--- config.mk ---
export PLATFORM = sky130hd
export DESIGN_NAME = switch_egress_port
export DESIGN_NICKNAME = d
export VERILOG_FILES = /design/src/rtl/switch_pkg.sv /design/src/rtl/switch_lane_fifo.sv /design/src/rtl/switch_egress_port.sv
export SDC_FILE = /design/constraint.sdc
export NUM_CORES = 1
export LEC_CHECK = 0
export ABC_CLOCK_PERIOD_IN_PS = 9500
export CAP_MARGIN = 20
export CORE_MARGIN = 3
export CORE_UTILIZATION = 62
export DETAILED_ROUTE_END_ITERATION = 7
export GPL_ROUTABILITY_DRIVEN = 0
export GPL_TIMING_DRIVEN = 0
export PLACE_DENSITY = 0.85
export SYNTH_ARGS = -nofsm -noshare
export SYNTH_HDL_FRONTEND = slang
export SYNTH_SLANG_ARGS = --single-unit
--- constraint.sdc ---
create_clock -name clk -period 9.5 [get_ports clk]
set_clock_uncertainty 0.2 [all_clocks]
set_input_delay 1.9 -clock clk [delete_from_list [all_inputs] [get_ports clk]]
set_output_delay 1.9 -clock clk [all_outputs]
set_load 0.005 [all_outputs]
--- src/rtl/switch_pkg.sv ---
// Types shared by the switch ingress and egress ports: lane masks, the stored
// packet and the round-robin pointer.
package switch_pkg;

    localparam int NUM_PORTS = 4;

    typedef logic [3:0] port_mask_t;

    typedef struct packed {
        port_mask_t  source;
        logic [7:0]  data;
    } pkt_t;

    typedef logic [1:0] rr_ptr_t;

    // Ingress switch_port forwarding states, kept here so both port types share them.
    typedef enum logic [1:0] {
        SP_IDLE,
        SP_ROUTE,
        SP_HOLD
    } sp_state_t;

endpackage

--- src/rtl/switch_lane_fifo.sv ---
// Per-lane packet FIFO. A push while full is accepted only together with a pop,
// which the parent guarantees by gating push.
module switch_lane_fifo
    import switch_pkg::*;
#(
    parameter int FIFO_DEPTH = 4
)
(
    input  logic clk,
    input  logic rst_n,
    input  logic push,
    input  pkt_t pkt_in,
    input  logic pop,
    output pkt_t pkt_out,
    output logic full,
    output logic empty
);

    localparam int PW = (FIFO_DEPTH > 1) ? $clog2(FIFO_DEPTH) : 1;
    localparam int CW = $clog2(FIFO_DEPTH + 1);
    localparam logic [CW-1:0] FULL_COUNT = CW'(FIFO_DEPTH);

    pkt_t          mem [FIFO_DEPTH];
    logic [PW-1:0] wr_ptr;
    logic [PW-1:0] rd_ptr;
    logic [CW-1:0] count;

    assign full    = (count == FULL_COUNT);
    assign empty   = (count == '0);
    assign pkt_out = mem[rd_ptr];

    always_ff @(posedge clk) begin
        if (push) begin
            mem[wr_ptr] <= pkt_in;
        end
    end

    // Depth is a power of two, so the pointers wrap naturally.
    always_ff @(posedge clk or negedge rst_n) begin
        if (!rst_n) begin
            wr_ptr <= '0;
            rd_ptr <= '0;
            count  <= '0;
        end else begin
            if (push) begin
                wr_ptr <= wr_ptr + 1'b1;
            end
            if (pop) begin
                rd_ptr <= rd_ptr + 1'b1;
            end
            case ({push, pop})
                2'b10:   count <= count + 1'b1;
                2'b01:   count <= count - 1'b1;
                default: count <= count;
            endcase
        end
    end

endmodule

--- src/rtl/switch_egress_port.sv ---
// Egress port: keeps the lane packets addressed to PORT_ID, buffers them per lane
// and drains the lane FIFOs round-robin onto one valid/ready output.
module switch_egress_port
    import switch_pkg::*;
#(
    parameter int PORT_ID    = 0,
    parameter int NUM_PORTS  = 4,
    parameter int FIFO_DEPTH = 4
)
(
    input  logic                      clk,
    input  logic                      rst_n,
    input  logic [NUM_PORTS-1:0]      in_valid,
    input  logic [4*NUM_PORTS-1:0]    in_source,
    input  logic [4*NUM_PORTS-1:0]    in_target,
    input  logic [8*NUM_PORTS-1:0]    in_data,
    output logic                      out_valid,
    input  logic                      out_ready,
    output logic [3:0]                out_source,
    output logic [7:0]                out_data,
    output logic [7:0]                drop_count,
    output logic                      overflow
);

    logic [NUM_PORTS-1:0] hit;
    logic [NUM_PORTS-1:0] push;
    logic [NUM_PORTS-1:0] pop;
    logic [NUM_PORTS-1:0] drop;
    logic [NUM_PORTS-1:0] full;
    logic [NUM_PORTS-1:0] empty;
    pkt_t                 pkt_in [NUM_PORTS];
    pkt_t                 head   [NUM_PORTS];
    rr_ptr_t              rr_ptr;
    rr_ptr_t              grant;
    logic                 load;
    logic [2:0]           drop_num;
    logic [8:0]           drop_sum;
    logic                 unused_target;

    // Only the PORT_ID bit of each lane's target matters here.
    assign unused_target = ^in_target;

    function automatic rr_ptr_t rr_pick(input port_mask_t req, input rr_ptr_t ptr);
        rr_ptr_t idx;
        rr_ptr_t pick;
        logic    found;
        pick  = ptr;
        found = 1'b0;
        for (int k = 0; k < 4; k++) begin
            idx = ptr + rr_ptr_t'(k);
            if (!found && req[idx]) begin
                pick  = idx;
                found = 1'b1;
            end
        end
        return pick;
    endfunction

    assign load  = (!out_valid || out_ready) && !(&empty);
    assign grant = rr_pick(~empty, rr_ptr);

    for (genvar i = 0; i < NUM_PORTS; i++) begin : g_lane
        assign hit[i]    = in_valid[i] && in_target[4*i + PORT_ID];
        assign pkt_in[i] = '{source: in_source[4*i +: 4], data: in_data[8*i +: 8]};
        assign pop[i]    = load && (grant == rr_ptr_t'(i));
        // A full lane can still accept when it is being drained this cycle.
        assign push[i]   = hit[i] && (!full[i] || pop[i]);
        assign drop[i]   = hit[i] && full[i] && !pop[i];

        switch_lane_fifo #(
            .FIFO_DEPTH (FIFO_DEPTH)
        ) u_fifo (
            .clk     (clk),
            .rst_n   (rst_n),
            .push    (push[i]),
            .pkt_in  (pkt_in[i]),
            .pop     (pop[i]),
            .pkt_out (head[i]),
            .full    (full[i]),
            .empty   (empty[i])
        );
    end

    always_comb begin
        drop_num = '0;
        for (int i = 0; i < NUM_PORTS; i++) begin
            drop_num = drop_num + 3'(drop[i]);
        end
        drop_sum = {1'b0, drop_count} + 9'(drop_num);
    end

    // Output register, arbiter pointer and drop statistics.
    always_ff @(posedge clk or negedge rst_n) begin
        if (!rst_n) begin
            out_valid  <= 1'b0;
            out_source <= '0;
            out_data   <= '0;
            rr_ptr     <= '0;
            drop_count <= '0;
            overflow   <= 1'b0;
        end else begin
            if (load) begin
                out_valid  <= 1'b1;
                out_source <= head[grant].source;
                out_data   <= head[grant].data;
                rr_ptr     <= grant + 1'b1;
            end else if (out_ready) begin
                out_valid  <= 1'b0;
            end
            if (|drop) begin
                drop_count <= drop_sum[8] ? 8'hFF : drop_sum[7:0];
                overflow   <= 1'b1;
            end
        end
    end

endmodule

# Yosys cells after proc, flatten, opt, wreduce, memory -nomap -nowiden
# Memory sizes are Yosys's and may differ from the RTL's.
# Index checks and enable logic that the tools add are counted.
word_totals:
  ff_bits: 52
  mem_bits_rw: 192
  input_bits: 71
  output_inout_bits: 22
  elab_cells: 154
  n_memories: 4
op_classes:
  addsub: 24
  magnitude_cmp: 5
  eq_ne: 15
  mux: 32
  n_bitwise: 2
  reduce_logical: 54
mem_list:
  columns: ["memory", "depth", "word_bits", "rd", "rd_clocked_by_memory_dff", "write_ports", "line_no", "rtl"]
  rows:
  - ["g_lane[0].u_fifo.mem", 4, 12, 1, 0, 1, "switch_lane_fifo.sv:23", "pkt_t mem [FIFO_DEPTH];"]
  - ["g_lane[1].u_fifo.mem", 4, 12, 1, 0, 1, "switch_lane_fifo.sv:23", null]
  - ["g_lane[2].u_fifo.mem", 4, 12, 1, 0, 1, "switch_lane_fifo.sv:23", null]
  - ["g_lane[3].u_fifo.mem", 4, 12, 1, 0, 1, "switch_lane_fifo.sv:23", null]
ops:
  columns: ["op", "n"]
  rows:
  - ["12-bit binary-select mux with 2-bit select", 1]
  - ["1-bit logical AND", 24]
  - ["12-bit 2-to-1 mux", 2]
  - ["3-bit one-hot mux with 2 select lines", 4]
  - ["2-bit by 1-bit adder with 2-bit output, second input constant", 10]
  - ["1-bit 2-to-1 mux", 17]
  - ["1-bit logical NOT", 13]
  - ["3-bit by 1-bit adder with 3-bit output, second input constant", 4]
  - ["2-bit == test, second input constant", 6]
  - ["3-bit == test, second input constant", 4]
  - ["3-bit logical NOT", 4]
  - ["2-bit by 3-bit < comparator with 1-bit output, second input constant", 4]
  - ["3-bit by 1-bit subtractor with 3-bit output, second input constant", 4]
  - ["2-bit by 1-bit == test with 1-bit output, second input constant", 5]
  - ["2-bit nonzero test", 5]
  - ["8-bit by 3-bit adder with 9-bit output", 1]
  - ["1-bit binary-select mux with 2-bit select", 4]
  - ["8-bit 2-to-1 mux", 1]
  - ["2-bit 2-to-1 mux", 3]
  - ["1-bit logical OR", 5]
  - ["2-bit adder, second input constant", 2]
  - ["4-bit NOT", 1]
  - ["4-bit AND reduction", 1]
  - ["4-bit OR reduction", 1]
  - ["6 further kinds", 6]

# Longest topological paths before layout
logic_depth:
  ltp_word: 23
  depth_mapped: 18
  mapped_depth_nobuf: 17

# Cells and area by module
# Synthesis repeated with hierarchy kept, for this count alone.
unflattened:
  cells_unflattened: 581
  area_unflattened_um2: 10457.5
modules_own_cells:
  columns: ["module", "instances", "cells_each", "area_each_um2", "seq_area_each_um2"]
  rows:
  - ["switch_lane_fifo (g_lane[0].u_fifo ...)", 3, 99, 2158.3, 1616.6]
  - ["switch_lane_fifo (g_lane[2].u_fifo)", 1, 100, 2157.1, 1616.6]
  - ["switch_egress_port", 1, 184, 1825.5, 600.6]

# Least setup slack after synthesis
# No wires, ideal clock.
synth_timing:
  path_kind: "input port to flip-flop"
  start: "input port out_ready"
  end: "register drop_count[5]"
  setup_ns: 0.079
  arrival_ns: 4.416
  required_ns: 9.221
  slack_ns: 4.804
  stages: 13
  path_buffers: 1
  cell_sequence: "nor2b_1 > a41oi_2 > buf_4 > a21oi_2 > inv_1 > fa_1 > fa_1 > inv_1 > fa_1 > nand3_1 > or2_2 > a21oi_1 > a2bb2oi_1"
synth_via:
  elab_chain_len: 10
  elab_cells_between_ends: 20
  classes_between: "4 x add/sub; 1 x mux; 15 x reduce/logical"
synth_rtl:
  columns: ["item", "line_no", "rtl"]
  rows:
  - ["start: declaration", "switch_egress_port.sv:18", "input logic out_ready,"]
  - ["1-bit logical OR (*)", "switch_egress_port.sv:59", "assign load = (!out_valid || out_ready) && !(&empty);"]
  - ["1-bit logical AND (*)", "switch_egress_port.sv:59", null]
  - ["1-bit logical AND", "switch_egress_port.sv:65", "assign pop[i] = load && (grant == rr_ptr_t'(i));"]
  - ["1-bit logical NOT", "switch_egress_port.sv:68", "assign drop[i] = hit[i] && full[i] && !pop[i];"]
  - ["1-bit logical AND", "switch_egress_port.sv:68", null]
  - ["1-bit by 1-bit adder with 2-bit output", "switch_egress_port.sv:87", "drop_num = drop_num + 3'(drop[i]);"]
  - ["2-bit by 1-bit adder with 3-bit output", "switch_egress_port.sv:87", null]
  - ["3-bit by 1-bit adder with 3-bit output", "switch_egress_port.sv:87", null]
  - ["8-bit by 3-bit adder with 9-bit output", "switch_egress_port.sv:89", "drop_sum = {1'b0, drop_count} + 9'(drop_num);"]
  - ["8-bit 2-to-1 mux", "switch_egress_port.sv:111", "drop_count <= drop_sum[8] ? 8'hFF : drop_sum[7:0];"]
  - ["end signal: assignment", "switch_egress_port.sv:111", null]
  - ["end: declaration", "switch_egress_port.sv:21", "output logic [7:0] drop_count,"]
# Every way passes the cells marked *; elsewhere a longest branch is shown, timed or not.
# A chain may end at the register's enable or synchronous reset.

# Worst setup path in the final report
# Ends and elaborated chain as after synthesis.

==> flow_summary.ini <==
[sta]
timing.setup.tns_ns = 0
timing.final.crit_share = 0.525
worst_slew_pin_slew_ns = 0.856
rsz0062_at_grt = no
finalHoldViolCount = 0
setup_violations = 0
max_slew_margin = 0.427
fmax_mhz = 201
slew_violations = 0
whs_ns = 0.261
fin_crit_ns = 4.99

[worst_setup_path]
crit_start = out_ready
reg2reg_setup_slack_ns = 4.74
worstSetupEndpointType = flop
cp-start-kind = primary input
cp_max_fo = 10
crit_required_ns = 9.74
crit_type = primary input to flop
timing.rr.end = drop_count[5]$_DFFE_PN0P_
timing.rr.start = g_lane[0].u_fifo.count[2]$_DFFE_PN0P_
reg2regPathDepth = 17
endpoint = drop_count[5]$_DFFE_PN0P_
arrival_ns = 5.22

[placement]
post-dp-hpwl_um = 14300
dp_cells = 895
port_buffers = 80
placed_cell_area_mm2 = 0.0114

[logic_synthesis]
synth_cells = 598
syn-num-nets = 701
synth_edf_count = 192
async_flop_share = 0.213
ys_warn_count = 0
synth_seq_cells = 244
ys_seq_area_frac = 0.684
postSynthAreaPerCell_um2 = 17.3
ys.flop_type = edfxtp_1
ys_types = 48
syn_area_mm2 = 0.0103

[die]
start_util = 0.641
die_w_um = 135
fp.dieArea_mm2 = 0.0183
pin_count = 93
die_y_um = 135
row_count = 46
core_area_mm2 = 0.0161

[power_and_ir_drop]
leakage_nw = 4.40
power_density_mw_per_mm2 = 308
vdd_drop_max_v = 0.000200

[clocking]
cts_tree = done
clkTransAtPathRegs_ns = 0.07
clk_latency_ns = 0.51
post_cts_buffers = 0
ctsRootBufferMaster = clkbuf_16
clockBufferDepth = 3
cts.sinks = 244
cts_resized = 0
cts_hold_buf = 0
numCtsBuffers = 24
htreeDepth = 1

[global_routing]
grt.total_usage = 0.242
grt_max_degree = 34
grt_pass1_wl_um = 33600
grt_pass1_vias = 5986
grt_overflow = 0
antenna_found_initial = 0

[final_layout]
layout.cells.non_filler = 939
mostFrequentLayoutCells = edfxtp_1 (192), clkdlybuf4s50_1 (79), dfrtp_1 (52)
nNetsFinal = 808
drive_gt1_frac = 0.176
syn_to_final_growth_pct = 18.8
num_antenna_cells = 0
design_area_mm2 = 0.0123
fill_cells = 906
final_common_cell = edfxtp_1

[detailed_routing]
firstDrtPassIters = 4
drt_iter0_drc = 502
ant_nets = 0
num_vias = 5688
drc = 0
wl_per_cell_um = 22.6
post_drt_via_cell_ratio = 6.06
routed_wl_um = 21200

[worst_hold_path]
hp-class = flop to flop

[run]
drv_cap = 0

[run_status]
outcome = finished, final reports clean
-- layer usage --
metal	GRT usage	routed length, um	up-vias
met2	0.423	11100	230
li1	-	-	2508
met5	0	0	-
met1	0.327	8380	2917
met4	0.0476	344	0
met3	0.0414	1360	33
-- registers in the layout, summed over array words and instances (netlist names) --
signal                flops
overflow                  1
rr_ptr                    2
g_lane.u_fifo.count      12
out_valid                 1
g_lane.u_fifo.wr_ptr      8
g_lane.u_fifo.mem       192
out_data                  8
g_lane.u_fifo.rd_ptr      8
drop_count                8
out_source                4
-- worst max-delay path, cell delays in order --
cell	delay (ns)
clkdlybuf4s50_1	0.42
nor2b_1	0.20
a41oi_2	0.06
buf_4	0.21
a21oi_2	0.22
inv_1	0.10
fa_1	0.49
fa_1	0.46
inv_1	0.09
fa_1	0.18
nand3_1	0.17
or2_2	0.38
a21oi_1	0.15
a2bb2oi_1	0.17
-- layout make-up --
cell class | instances | area, um2 | area share
Sequential cell | 244 | 7070 | 0.576
Multi-Input combinational cell | 292 | 3010 | 0.245
Timing Repair Buffer | 81 | 816 | 0.0664
Clock buffer | 32 | 714 | 0.0582
Tap cell | 216 | 270 | 0.0220
Inverter | 39 | 146 | 0.0119
Clock inverter | 12 | 144 | 0.0117
Buffer | 23 | 106 | 0.00866
-- metrics by stage --
step	utilization	power [W]	setup WS (ns)
after floorplan	-	0.00236	4.80
after CTS	0.762	0.00380	4.55
after global placement	0.708	0.00269	4.15
after global routing	0.762	0.00396	4.37
after detailed placement	0.709	0.00276	4.05
final	0.762	0.00378	4.51
-- worst min-delay path by stage --
stage / from / cells after the start / slack [ns] / to
global route: overflow$_DFFE_PN0P_ / 1 / 0.29 / overflow$_DFFE_PN0P_
CTS: overflow$_DFFE_PN0P_ / 1 / 0.27 / overflow$_DFFE_PN0P_
detailed placement: overflow$_DFFE_PN0P_ / 1 / 0.25 / overflow$_DFFE_PN0P_
finish: overflow$_DFFE_PN0P_ / 1 / 0.26 / overflow$_DFFE_PN0P_
floorplan: overflow$_DFFE_PN0P_ / 1 / 0.26 / overflow$_DFFE_PN0P_
global placement: overflow$_DFFE_PN0P_ / 1 / 0.25 / overflow$_DFFE_PN0P_
-- synthesized netlist by cell type, types with 16 or more instances --
cell type | n | area, um2
mux4_2 | 48 | 1080
o21ai_0 | 22 | 110
nand2_1 | 27 | 101
nor2_1 | 16 | 60.1
and2_1 | 16 | 100
inv_1 | 39 | 146
xnor2_1 | 16 | 140
clkbuf_1 | 16 | 60.1
a21oi_1 | 18 | 90.1
ha_1 | 25 | 313
dfrtp_1 | 52 | 1300
edfxtp_1 | 192 | 5770
-- power by group --
group | internal, W | leakage, nW | switching, W
sequential | 0.00135 | 2.36 | 0.000133
clock | 0.000612 | 0.421 | 0.000393
combinational | 0.000611 | 1.61 | 0.000684
total | 0.00257 | 4.40 | 0.00121
-- logic make-up (layout without fill, tap and decap cells) --
kind of cell | count (synthesis) | after routing | synth area share
AO/OA/AOI/OAI | 70 | 70 | 0.0473
XOR/XNOR | 24 | 24 | 0.0203
adder cells (fa/ha/maj) | 32 | 32 | 0.0438
buffers and inverters | 62 | 187 | 0.0245
flip-flops | 244 | 244 | 0.684
multiplexers | 66 | 66 | 0.126
AND/OR/NAND/NOR | 100 | 100 | 0.0540
Power figures use the tool's default switching activity.
